--- config.mk ---
export PLATFORM = sky130hd
export DESIGN_NAME = pipeline_ctrl
export DESIGN_NICKNAME = d
export VERILOG_FILES = /design/src/rtl/pipeline_ctrl.sv
export SDC_FILE = /design/constraint.sdc
export NUM_CORES = 1
export LEC_CHECK = 0
export ABC_AREA = 1
export CORE_MARGIN = 2
export CORE_UTILIZATION = 49
export CTS_BUF_LIST = sky130_fd_sc_hd__clkbuf_16
export DETAILED_ROUTE_END_ITERATION = 10
export GPL_ROUTABILITY_DRIVEN = 0
export MAX_ROUTING_LAYER = met4
export PLACE_DENSITY_LB_ADDON = 0.12
export SYNTH_ARGS = -nofsm -noshare
export SYNTH_HDL_FRONTEND = slang
export SYNTH_SLANG_ARGS = --single-unit
--- constraint.sdc ---
create_clock -name CLK -period 4 [get_ports CLK]
set_clock_uncertainty 0.15 [all_clocks]
set_input_delay 1 -clock CLK [delete_from_list [all_inputs] [get_ports CLK]]
set_output_delay 1 -clock CLK [all_outputs]
set_load 0.01 [all_outputs]
--- src/rtl/pipeline_ctrl.sv ---
// rtl/pipeline_ctrl.sv - five-stage pipeline stall/flush/halt controller (optional macro PIPELINE_CTRL_NOFWD_EN)
//
// Decides each cycle whether the PC and each pipeline latch advances, holds
// or takes a bubble. The priority order in RUN is:
//    data wait > taken branch > hazard > halt > fetch miss > advance.
// A HALT in decode lets the older instructions finish over three advancing
// DRAIN cycles. The controller then parks in HALTED until reset.
// Defining PIPELINE_CTRL_NOFWD_EN builds the variant without forwarding.
// In that build, any pending register write in EX or MEM that matches a
// decode source also stalls decode.

module pipeline_ctrl #(
   parameter int CNT_W = 16
) (
   input  logic             CLK,
   input  logic             RST,
   input  logic             ihit,
   input  logic             dhit,
   input  logic [4:0]       de_rs,
   input  logic [4:0]       de_rt,
   input  logic             de_usesRt,
   input  logic             de_halt,
   input  logic [4:0]       ex_regDst,
   input  logic             ex_regWr,
   input  logic             ex_dREN,
   input  logic [4:0]       mem_regDst,
   input  logic             mem_regWr,
   input  logic             mem_dREN,
   input  logic             mem_dWEN,
   input  logic             branch_taken,
   output logic             pc_en,
   output logic             ifde_en,
   output logic             ifde_flush,
   output logic             idex_en,
   output logic             idex_flush,
   output logic             exmem_en,
   output logic             memwb_en,
   output logic             halted,
   output logic [CNT_W-1:0] stall_cycles
);

   localparam logic [1:0] ST_RUN    = 2'd0;
   localparam logic [1:0] ST_DRAIN  = 2'd1;
   localparam logic [1:0] ST_HALTED = 2'd2;

   // Number of advancing cycles needed to push EX, MEM and WB contents out
   localparam logic [1:0] DRAIN_LEN = 2'd3;

   logic [1:0]       state_q, state_d;
   logic [1:0]       state_eff;
   logic [1:0]       drain_cnt_q, drain_cnt_d;
   logic [CNT_W-1:0] stall_q, stall_d;

   logic dwait;
   logic load_use;
   logic hazard;
   logic ex_src_match;

   // While reset is asserted the outputs follow the RUN decode of the inputs
   always_comb begin
      state_eff = RST ? ST_RUN : state_q;
   end

   // Event detection: a memory access is waiting, or the decode sources depend on an older result
   always_comb begin
      dwait        = (mem_dREN | mem_dWEN) & ~dhit;
      ex_src_match = (ex_regDst == de_rs) | (de_usesRt & (ex_regDst == de_rt));
      // Register $0 is hardwired to zero, so it can never carry a dependency
      load_use     = ex_dREN & (ex_regDst != 5'd0) & ex_src_match;
   end

`ifdef PIPELINE_CTRL_NOFWD_EN
   logic ex_wr_hazard;
   logic mem_wr_hazard;

   // Without forwarding, any in-flight write to a decode source must retire first
   always_comb begin
      ex_wr_hazard  = ex_regWr & (ex_regDst != 5'd0) & ex_src_match;
      mem_wr_hazard = mem_regWr & (mem_regDst != 5'd0) &
                      ((mem_regDst == de_rs) | (de_usesRt & (mem_regDst == de_rt)));
      hazard        = load_use | ex_wr_hazard | mem_wr_hazard;
   end
`else
   logic unused_fwd_inputs;

   // Forwarding resolves ALU dependencies downstream, so only a load-use stalls
   always_comb begin
      hazard            = load_use;
      unused_fwd_inputs = ^{ex_regWr, mem_regWr, mem_regDst};
   end
`endif

   // Main decode: latch enables, bubble inserts and next state
   always_comb begin
      pc_en       = 1'b0;
      ifde_en     = 1'b0;
      ifde_flush  = 1'b0;
      idex_en     = 1'b0;
      idex_flush  = 1'b0;
      exmem_en    = 1'b0;
      memwb_en    = 1'b0;
      halted      = 1'b0;
      state_d     = state_q;
      drain_cnt_d = drain_cnt_q;

      case (state_eff)
         ST_RUN: begin
            if (dwait) begin
               // Whole pipeline freezes until the data access completes
            end else if (branch_taken) begin
               // Redirect: squash the two younger instructions. A HALT in decode is wrong-path.
               pc_en      = 1'b1;
               ifde_en    = 1'b1;
               ifde_flush = 1'b1;
               idex_en    = 1'b1;
               idex_flush = 1'b1;
               exmem_en   = 1'b1;
               memwb_en   = 1'b1;
            end else if (hazard) begin
               // Hold fetch and decode, and send a bubble into EX
               idex_en    = 1'b1;
               idex_flush = 1'b1;
               exmem_en   = 1'b1;
               memwb_en   = 1'b1;
            end else if (de_halt) begin
               // Stop fetching and let everything older than the HALT drain
               ifde_en     = 1'b1;
               ifde_flush  = 1'b1;
               idex_en     = 1'b1;
               exmem_en    = 1'b1;
               memwb_en    = 1'b1;
               state_d     = ST_DRAIN;
               drain_cnt_d = DRAIN_LEN;
            end else if (!ihit) begin
               // Fetch miss: hold the PC and feed a bubble into decode
               ifde_en    = 1'b1;
               ifde_flush = 1'b1;
               idex_en    = 1'b1;
               exmem_en   = 1'b1;
               memwb_en   = 1'b1;
            end else begin
               pc_en    = 1'b1;
               ifde_en  = 1'b1;
               idex_en  = 1'b1;
               exmem_en = 1'b1;
               memwb_en = 1'b1;
            end
         end

         ST_DRAIN: begin
            if (!dwait) begin
               ifde_en    = 1'b1;
               ifde_flush = 1'b1;
               idex_en    = 1'b1;
               exmem_en   = 1'b1;
               memwb_en   = 1'b1;
               // The last advancing cycle takes the counter to zero and parks the controller
               if (drain_cnt_q <= 2'd1) begin
                  drain_cnt_d = 2'd0;
                  state_d     = ST_HALTED;
               end else begin
                  drain_cnt_d = drain_cnt_q - 2'd1;
               end
            end
         end

         ST_HALTED: begin
            halted = 1'b1;
         end

         default: begin
            // Unreachable encoding: fall back to RUN
            state_d     = ST_RUN;
            drain_cnt_d = 2'd0;
         end
      endcase
   end

   // Count RUN cycles in which the PC is frozen, saturating at all ones
   always_comb begin
      stall_d = stall_q;
      if ((state_eff == ST_RUN) && !pc_en && !(&stall_q)) begin
         stall_d = stall_q + CNT_W'(1);
      end
      stall_cycles = stall_q;
   end

   // State, drain counter and stall counter registers
   always_ff @(posedge CLK or posedge RST) begin
      if (RST) begin
         state_q     <= ST_RUN;
         drain_cnt_q <= 2'd0;
         stall_q     <= '0;
      end else begin
         state_q     <= state_d;
         drain_cnt_q <= drain_cnt_d;
         stall_q     <= stall_d;
      end
   end

endmodule
### After elaboration in Yosys (flattened, before gate mapping)

Cells that the tools add are included.

| operators by class | value |
|---|---|
| eq/ne operators | 10 |
| $add $sub $neg | 2 |
| reductions and logical operators | 10 |
| bitwise operators | 8 |
| $lt $le $gt $ge | 1 |
| muxes and demuxes | 38 |

Operator list:

| operator | count |
|---|---|
| 2-bit 2-to-1 mux | 13 |
| 1-bit 2-to-1 mux | 21 |
| 16-bit by 1-bit adder with 16-bit output, second input constant | 1 |
| 16-bit AND reduction | 1 |
| 2-bit inequality test, second input constant | 6 |
| 2-bit case mux with 3 select lines | 2 |
| 5-bit == test | 2 |
| 7-bit AND reduction | 1 |
| 6-bit AND reduction | 1 |
| 5-bit nonzero test | 1 |
| 1-bit bitwise AND | 4 |
| 1-bit case mux with 2 select lines | 2 |
| 2-bit by 1-bit == test with 1-bit output, second input constant | 1 |
| 2-bit == test, second input constant | 1 |
| 2-bit by 1-bit less-or-equal comparator with 1-bit output, second input constant | 1 |
| 1-bit logical AND | 2 |
| 1-bit logical NOT | 2 |
| 2-bit logical NOT | 1 |
| 1-bit NOT | 2 |
| 1-bit OR | 2 |
| 2-bit OR reduction | 1 |
| 2-bit by 1-bit subtractor with 2-bit output, second input constant | 1 |

| word-level totals | value |
|---|---|
| bits of input ports | 32 |
| register bits | 20 |
| logic and storage cells | 72 |

### Logic depth before layout (Yosys ltp)

Gate-level depths: netlist of run 1.

| logic depth | value |
|---|---|
| depth in word-level cells | 11 |
| depth in mapped cells | 14 |
| mapped depth without buffers | 13 |

### Least setup slack after synthesis of run 1

No wires, ideal clock.

| timing | value |
|---|---|
| path type | input to output |
| start | input port ex_regDst[3] |
| end | output port pc_en |
| cell stages on the path | 10 |
| buffers on the path | 1 |
| data arrival time | 1.943 ns |
| path slack | 0.907 ns |
| data required time | 2.850 ns |
| cell sequence | inv_1 -> nand4_1 -> o21ai_0 -> inv_1 -> nand2_2 -> nand2_2 -> nand2_2 -> nand2_4 -> buf_8 -> nor2_1 |

| on the way | value |
|---|---|
| word-level cells in the longest chain between the ends | 8 |

RTL lines:

| item | line | text |
|---|---|---|
| from (decl) | 23 | `input logic [4:0] ex_regDst,` |
| 5-bit == test | 67 | `ex_src_match = (ex_regDst == de_rs) \| (de_usesRt & (ex_regDst == de_rt));` |
| 1-bit bitwise AND | 67 |  |
| 1-bit OR | 67 |  |
| 1-bit bitwise AND * | 69 | `load_use = ex_dREN & (ex_regDst != 5'd0) & ex_src_match;` |
| 1-bit 2-to-1 mux * | 119 | `end else if (hazard) begin` |
| 1-bit 2-to-1 mux * | 110 | `end else if (branch_taken) begin` |
| 1-bit 2-to-1 mux * | 108 | `if (dwait) begin` |
| 1-bit 2-to-1 mux * | 106 | `case (state_eff)` |
| to (decl) | 31 | `output logic pc_en,` |

Mark *: on every way between the ends. The rest lies on a longest branch, timed or not.

### Worst setup path in the final report of run 1

| timing | value |
|---|---|
| start | input port ex_regDst[4] |
| end | output port ifde_en |

| on the way | value |
|---|---|
| word-level cells in the longest chain between the ends | 8 |

RTL lines:

| item | line | text |
|---|---|---|
| 5-bit == test | 67 |  |
| 1-bit bitwise AND | 67 |  |
| 1-bit OR | 67 |  |
| 1-bit bitwise AND * | 69 |  |
| 1-bit 2-to-1 mux * | 119 |  |
| 1-bit 2-to-1 mux * | 110 |  |
| 1-bit 2-to-1 mux * | 108 |  |
| 1-bit case mux with 2 select lines * | 106 |  |
| to (decl) | 32 | `output logic ifde_en,` |

Marked as above.

==> results of run 1 <==
-- per-stage QoR --
| step | hold WS (ps) | util |
|---|---|---|
| 4_1_cts | 353 | 0.682 |
| 3_5_place_dp | 339 | 0.650 |
| 6_report | 347 | 0.685 |
| 5_1_grt | 378 | 0.685 |
| 3_3_place_gp | 333 | 0.650 |
| 2_1_floorplan | 313 | - |
-- worst max-delay path by stage --
stage | start | end | slack (ps) | depth (start not counted)
global placement | ex_regDst[4] | idex_flush | 70 | 12
finish | ex_regDst[4] | ifde_en | 130 | 11
CTS | ex_regDst[2] | ifde_flush | 40 | 11
detailed placement | ex_regDst[2] | idex_flush | 50 | 12
floorplan | ex_regDst[3] | pc_en | 910 | 10
global route | ex_regDst[4] | ifde_en | 9 | 11
-- cell usage after synthesis, drive strengths merged --
cell    instances
xor2            5
nor2           26
o21ai           7
ha              1
nand2          88
nand4          20
inv            46
nor4            1
xnor2           3
buf             7
nor3            7
nand3          16
clkinv          1
a21oi           1
a31oi           1
nand3b          1
dfrtp          20
o31ai           1
-- metal layers --
metal  GRT usage  part of all wire
met1       0.290              0.46
met2       0.362              0.48
met3      0.0373             0.042
met4      0.0912             0.017
met5           -                 0
-- flip-flops by register name, summed over array words and instances, names as in the netlist --
name and count:
state_q 2, stall_cycles 16, drain_cnt_q 2
-- final cells by class --
class	count	share of cell area
clock inverter	1	0.0133
sequential	20	0.222
timing repair buffer	50	0.226
multi-input combinational	178	0.401
inverter	47	0.0784
tap	46	0.0256
clock buffer	3	0.0334
-- repair_timing --
item,4_1_cts,5_1_grt
hold endpoints to repair,0,0
setup endpoints to repair,0,4
buffers inserted,0,0
gates resized for setup,0,7
-- cell families after synthesis --
group                      synth area share
AOI/OAI and AO/OA                    0.0326
xor gates and xnor gates             0.0424
adders and majority gates           0.00757
buffers and inverters                 0.150
DFF                                   0.303
and+or+nand+nor                       0.464
-- cells in the final DEF (no fill, tap or decap), drive strengths merged, types with 2 or more instances in the layout --
cell type,count
clkdlybuf4s50,43
nand4,20
dfrtp,20
o21ai,7
nor2,26
nor3,7
nand3,16
nand2,88
xnor2,3
dlymetal6s2s,5
inv,46
buf,2
clkbuf,3
xor2,5
-- power by group --
| group | switching, mW | internal (mW) |
|---|---|---|
| Clock | 0.0824 | 0.199 |
| Combinational | 0.214 | 0.167 |
| Sequential | 0.0480 | 0.248 |
| Total | 0.344 | 0.613 |
-- worst max-delay path, delay by kind of cell --
| family | cells | cell delay [ps] |
|---|---|---|
| buffers and inverters | 4 | 1120 |
| and+or+nand+nor | 6 | 430 |
| AOI/OAI and AO/OA | 1 | 150 |
==> results.sh, run 1 <==
export IMPL_postCtsHoldBufs=0
export IMPL_drc=0
export IMPL_via_per_inst=4.99
export IMPL_core_mm2=0.00328
export IMPL_status="finished clean"
export IMPL_drtIter0Drc=97
export IMPL_grt_start_max_net_pins=28
export IMPL_critPathMaxStageDelay_ps=540
export IMPL_ys_seq_area_frac=0.303
export IMPL_drive_gt1_frac=0.0903
export IMPL_r2r_cells=8
export IMPL_worst_pin_slew_ps=772
export IMPL_io_buffer_count=48
export IMPL_timing_rr_start="stall_cycles[0]$_DFFE_PP0P_"
export IMPL_hold_path_depth=2
export IMPL_syn_area_per_cell_um2=6.55
export IMPL_hold_path_class="register to register"
export IMPL_row_count=21
export IMPL_drtAntennaViolNets=0
export IMPL_vias=1720
export IMPL_hold_viol_final=0
export IMPL_hold_path_end="drain_cnt_q[1]$_DFFE_PP0P_"
export IMPL_start_util=0.503
export IMPL_slew_headroom=0.485
export IMPL_die_area_mm2=0.00385
export IMPL_setup_viol_count_final=0
export IMPL_start_kind="primary input"
export IMPL_power_density_mw_per_mm2=425
export IMPL_final_cells=345
export IMPL_crit_type="primary input to output pin"
export IMPL_grt_pass1_vias=1592
export IMPL_syn_inst=252
export IMPL_seq_area_um2=500
export IMPL_place_detailed_hpwl_mm=2.90
export IMPL_grt_ovfl_total=0
export IMPL_worst_skew_pair_late_latency_ps=260
export IMPL_htreeDepth=1
export IMPL_clockRootBuffer="clkbuf_16"
export IMPL_ir_drop_v=0.000358
export IMPL_synth_cell_types=31
export IMPL_die_y_um=62.1
export IMPL_multi_input_area_um2=903
export IMPL_drv_slew=0
export IMPL_die_w_um=62.1
export IMPL_clk_pin_slew_ps=60
export IMPL_antenna_found_initial=0
export IMPL_grt_pass1_wl_mm=6.40
export IMPL_holdCritStartpoint="drain_cnt_q[1]$_DFFE_PP0P_"
export IMPL_numCtsBuffers=3
export IMPL_fin_crit_ps=3870
export IMPL_synth_seq_cells=20
export IMPL_rsz0062_at_grt="false"
export IMPL_max_cap_violations=0
export IMPL_yosys_top_cells_area="dfrtp_1 (30%), nand2_1 (18%), inv_1 (9.5%), nand4_1 (7.2%), nor2_1 (5.7%)"
export IMPL_rrSetupSlack_ps=1980
export IMPL_n_antenna_cell=0
export IMPL_dp_cells=341
export IMPL_fill_cells=291
export IMPL_yosysTopAreaCellShare=0.303
export IMPL_post_place_ws_ps=45.4
export IMPL_area_delta_synth_final_pct=36.3
export IMPL_syn_area_mm2=0.00165
export IMPL_fmax_ghz=0.258
export IMPL_fin_crit_sh=0.968
export IMPL_wl_mm=3.79
export IMPL_firstDrtPassIters=4
export IMPL_nNetsFinal=333
export IMPL_synth_net_count=285
export IMPL_final_area_mm2=0.00225
export IMPL_arrival_ps=2720
export IMPL_clock_sinks=20
export IMPL_p_leak_nw=1.18
export IMPL_slowest_stage="clkdlybuf4s50_1"
export IMPL_required_ps=2850
export IMPL_setup_ws_ps=129
export IMPL_cts_tree="built"
export IMPL_io_pins=56
export IMPL_routedWlPerCell_um=11.0
export IMPL_tns_ps=0
export IMPL_yosysWarningCount=0
export IMPL_path_cells="clkdlybuf4s50_1 > inv_2 > nand2_1 > nand2_1 > nor2_1 > nand3_1 > nand2_2 > nand2_2 > o21ai_1 > inv_1 > clkdlybuf4s50_1"
export IMPL_grt_total_usage=0.228
export IMPL_cts_path_max_buffers=2
export IMPL_r2r_end="stall_cycles[7]$_DFFE_PP0P_"
export IMPL_end_kind="output pin"
export IMPL_synth_top_cell_by_area="dfrtp_1"
export IMPL_cp_max_fo=4
export IMPL_postPlaceCellArea_mm2=0.00213
export IMPL_fin_total_pwr_uw=957
No activity file was read; power rests on OpenSTA's default activity.
==> run 2, diff against run 1 <==
- ABC_AREA: 1 -> unset
- CORE_UTILIZATION: 49 -> 45
==> run 2 against run 1 <==
Effect of this change: wire length shrank 13%; critical path depth shrank 1; worst hold slack lost 12 ps; sequential share of layout area grew 2.8 points; first-iteration DRC count shrank 69%; utilization grew 5.3 points; register-to-register slack lost 90 ps.
==> results.sh, run 2 <==
export IMPL_n_antenna_cell=0
export IMPL_setup_viol_count_final=0
export IMPL_p_leak_nw=0.882
export IMPL_crit_top_cell="buf_4"
export IMPL_cp_max_fo=2
export IMPL_firstDrtPassIters=4
export IMPL_syn_area_per_cell_um2=9.58
export IMPL_synth_top_cell_by_area="dfrtp_1"
export IMPL_drc=0
export IMPL_end_kind="output pin"
export IMPL_final_common_cell="clkdlybuf4s50_1"
export IMPL_hold_path_depth=1
export IMPL_critPathBufInv=5
export IMPL_clock_sinks=20
export IMPL_power_density_mw_per_mm2=452
export IMPL_synthArstFlopShare=1.00
export IMPL_grt_start_max_net_pins=21
export IMPL_start_util=0.463
export IMPL_synth_edff_count=0
export IMPL_yosysWarningCount=0
export IMPL_place_detailed_hpwl_mm=2.26
export IMPL_critPathTopFamily="buffers and inverters"
export IMPL_worst_pin_slew_ps=503
export IMPL_clockRootBuffer="clkbuf_16"
export IMPL_cts_path_max_buffers=2
export IMPL_die_y_um=56.8
export IMPL_worst_skew_pair_late_latency_ps=250
export IMPL_status="finished clean"
export IMPL_synth_cell_types=35
export IMPL_r2r_cells=6
export IMPL_grt_ovfl_total=0
export IMPL_fin_crit_sh=0.978
export IMPL_numCtsBuffers=3
export IMPL_timing_rr_start="stall_cycles[10]$_DFFE_PP0P_"
export IMPL_cts_tree="built"
export IMPL_yosys_top_cells_area="dfrtp_1 (40%), xnor2_1 (9.8%), xor2_1 (6.3%), nand4_1 (4.0%), nor2_1 (3.9%)"
export IMPL_row_count=19
export IMPL_setup_ws_ps=89.7
export IMPL_start_kind="primary input"
export IMPL_synth_net_count=164
export IMPL_synthMostInstantiatedCell="dfrtp_1"
export IMPL_die_area_mm2=0.00323
export IMPL_rrSetupSlack_ps=1890
export IMPL_drtAntennaViolNets=0
export IMPL_htreeDepth=1
export IMPL_hold_viol_final=0
export IMPL_area_delta_synth_final_pct=59.5
export IMPL_drive_gt1_frac=0.175
export IMPL_fill_cells=210
export IMPL_io_buffer_count=48
export IMPL_grt_total_usage=0.214
export IMPL_arrival_ps=2760
export IMPL_grt_pass1_vias=1217
export IMPL_slowest_stage="clkdlybuf4s50_1"
export IMPL_max_cap_violations=0
export IMPL_synthTopCellsByCount="dfrtp_1 (20), xnor2_1 (14), nor2_1 (13), nand2_1 (12), xor2_1 (9)"
export IMPL_required_ps=2850
export IMPL_post_place_ws_ps=-336
export IMPL_drtIter0Drc=30
export IMPL_ys_seq_area_frac=0.399
export IMPL_core_mm2=0.00271
export IMPL_nNetsFinal=234
export IMPL_syn_inst=131
export IMPL_antenna_found_initial=0
export IMPL_wl_mm=3.30
export IMPL_r2r_end="stall_cycles[13]$_DFFE_PP0P_"
export IMPL_slew_headroom=0.662
export IMPL_grt_pass1_wl_mm=5.38
export IMPL_syn_area_mm2=0.00125
export IMPL_routedWlPerCell_um=14.3
export IMPL_hold_path_end="stall_cycles[7]$_DFFE_PP0P_"
export IMPL_fin_crit_ps=3910
export IMPL_fmax_ghz=0.256
export IMPL_largest_register_ffs=16
export IMPL_crit_type="primary input to output pin"
export IMPL_drv_slew=0
export IMPL_io_pins=56
export IMPL_critPathMaxStageDelay_ps=480
export IMPL_postPlaceCellArea_mm2=0.00183
export IMPL_die_w_um=56.8
export IMPL_synth_ff_type="dfrtp_1"
export IMPL_yosysTopAreaCellShare=0.399
export IMPL_via_per_inst=5.34
export IMPL_tns_ps=0
export IMPL_vias=1233
export IMPL_ir_drop_v=0.000489
export IMPL_layout_common_cells="clkdlybuf4s50_1 (40), buf_4 (21), dfrtp_1 (20)"
export IMPL_path_cells="clkdlybuf4s50_1 > buf_4 > xor2_1 > nor3_1 > a32oi_1 > buf_4 > buf_4 > o21ai_1 > a21oi_1 > clkbuf_2"
export IMPL_final_area_mm2=0.00200
export IMPL_synth_seq_cells=20
export IMPL_hold_path_class="register to register"
export IMPL_clk_pin_slew_ps=50
export IMPL_holdCritStartpoint="stall_cycles[7]$_DFFE_PP0P_"
[run 2: cell count changes after synthesis, moves of 6 or more]
cell and change:
inv_1 -38, nor2_1 -12, nand3_1 -7, nand4_1 -11, xnor2_1 +11, nand2_2 -6, nand2_1 -69
[run 2: worst max path at each step]
stage,startpoint,end,slack [ps],depth (start not counted)
4_1_cts,ex_regDst[2],pc_en,5,10
5_1_grt,ex_regDst[0],pc_en,-40,10
6_report,ex_regDst[0],pc_en,90,10
3_5_place_dp,ex_regDst[3],ifde_flush,-340,7
3_3_place_gp,ex_regDst[3],ifde_flush,-320,7
2_1_floorplan,ex_regDst[0],ifde_flush,520,5
[run 2: area by class of cell]
type | count | area, um2 | area share
sequential | 20 | 500 | 0.250
clock buffer | 3 | 75.1 | 0.0375
timing repair buffer | 69 | 621 | 0.310
tap | 31 | 38.8 | 0.0194
clock inverter | 1 | 30.0 | 0.0150
inverter | 4 | 15.0 | 0.00750
multi-input combinational | 103 | 722 | 0.361
[run 2: through the flow]
| step | power [mW] | utilization | hold slack [ps] | std cells |
|---|---|---|---|---|
| 2_1_floorplan | 0.481 | - | 347 | 131 |
| 3_3_place_gp | 0.622 | 0.674 | 326 | 217 |
| 3_5_place_dp | 0.633 | 0.674 | 329 | 217 |
| 5_1_grt | 0.955 | 0.739 | 370 | 231 |
| 6_report | 0.905 | 0.739 | 335 | 231 |
| 4_1_cts | 0.908 | 0.734 | 345 | 229 |
[run 2: cell families (layout without fill, tap and decap cells)]
kind of cell             after synthesis  in the layout  share of synthesized area
AND/OR/NAND/NOR                       55             55                      0.226
XOR/XNOR                              23             23                      0.161
flip-flops                            20             20                      0.399
AO/OA/AOI/OAI                         17             17                      0.108
buffers and inverters                  8             77                     0.0359
multiplexers                           7              7                     0.0608
adder cells (fa/ha/maj)                1              1                    0.00997
[run 2: what timing repair did]
item,in CTS,in global routing
pin swaps,5,4
hold buffers,0,0
buffers inserted,8,2
endpoints found under the setup margin,4,3
gates resized for setup,9,9
cloned,0,0
[run 2: layer usage]
| metal | track usage | vias to the layer above | part of all wire | wire length, um |
|---|---|---|---|---|
| met1 | 0.273 | 586 | 0.44 | 1440 |
| met5 | - | - | 0 | 0 |
| li1 | - | 596 | - | - |
| met2 | 0.352 | 47 | 0.50 | 1630 |
| met4 | 0.0598 | 0 | 0.0097 | 32 |
| met3 | 0.0369 | 4 | 0.058 | 191 |
[run 2: power breakdown]
group          internal (mW)  switching (mW)  leakage, nW
Combinational          0.184           0.143        0.571
Sequential             0.250          0.0575        0.260
Clock                  0.198          0.0709       0.0511
Total                  0.633           0.272        0.882
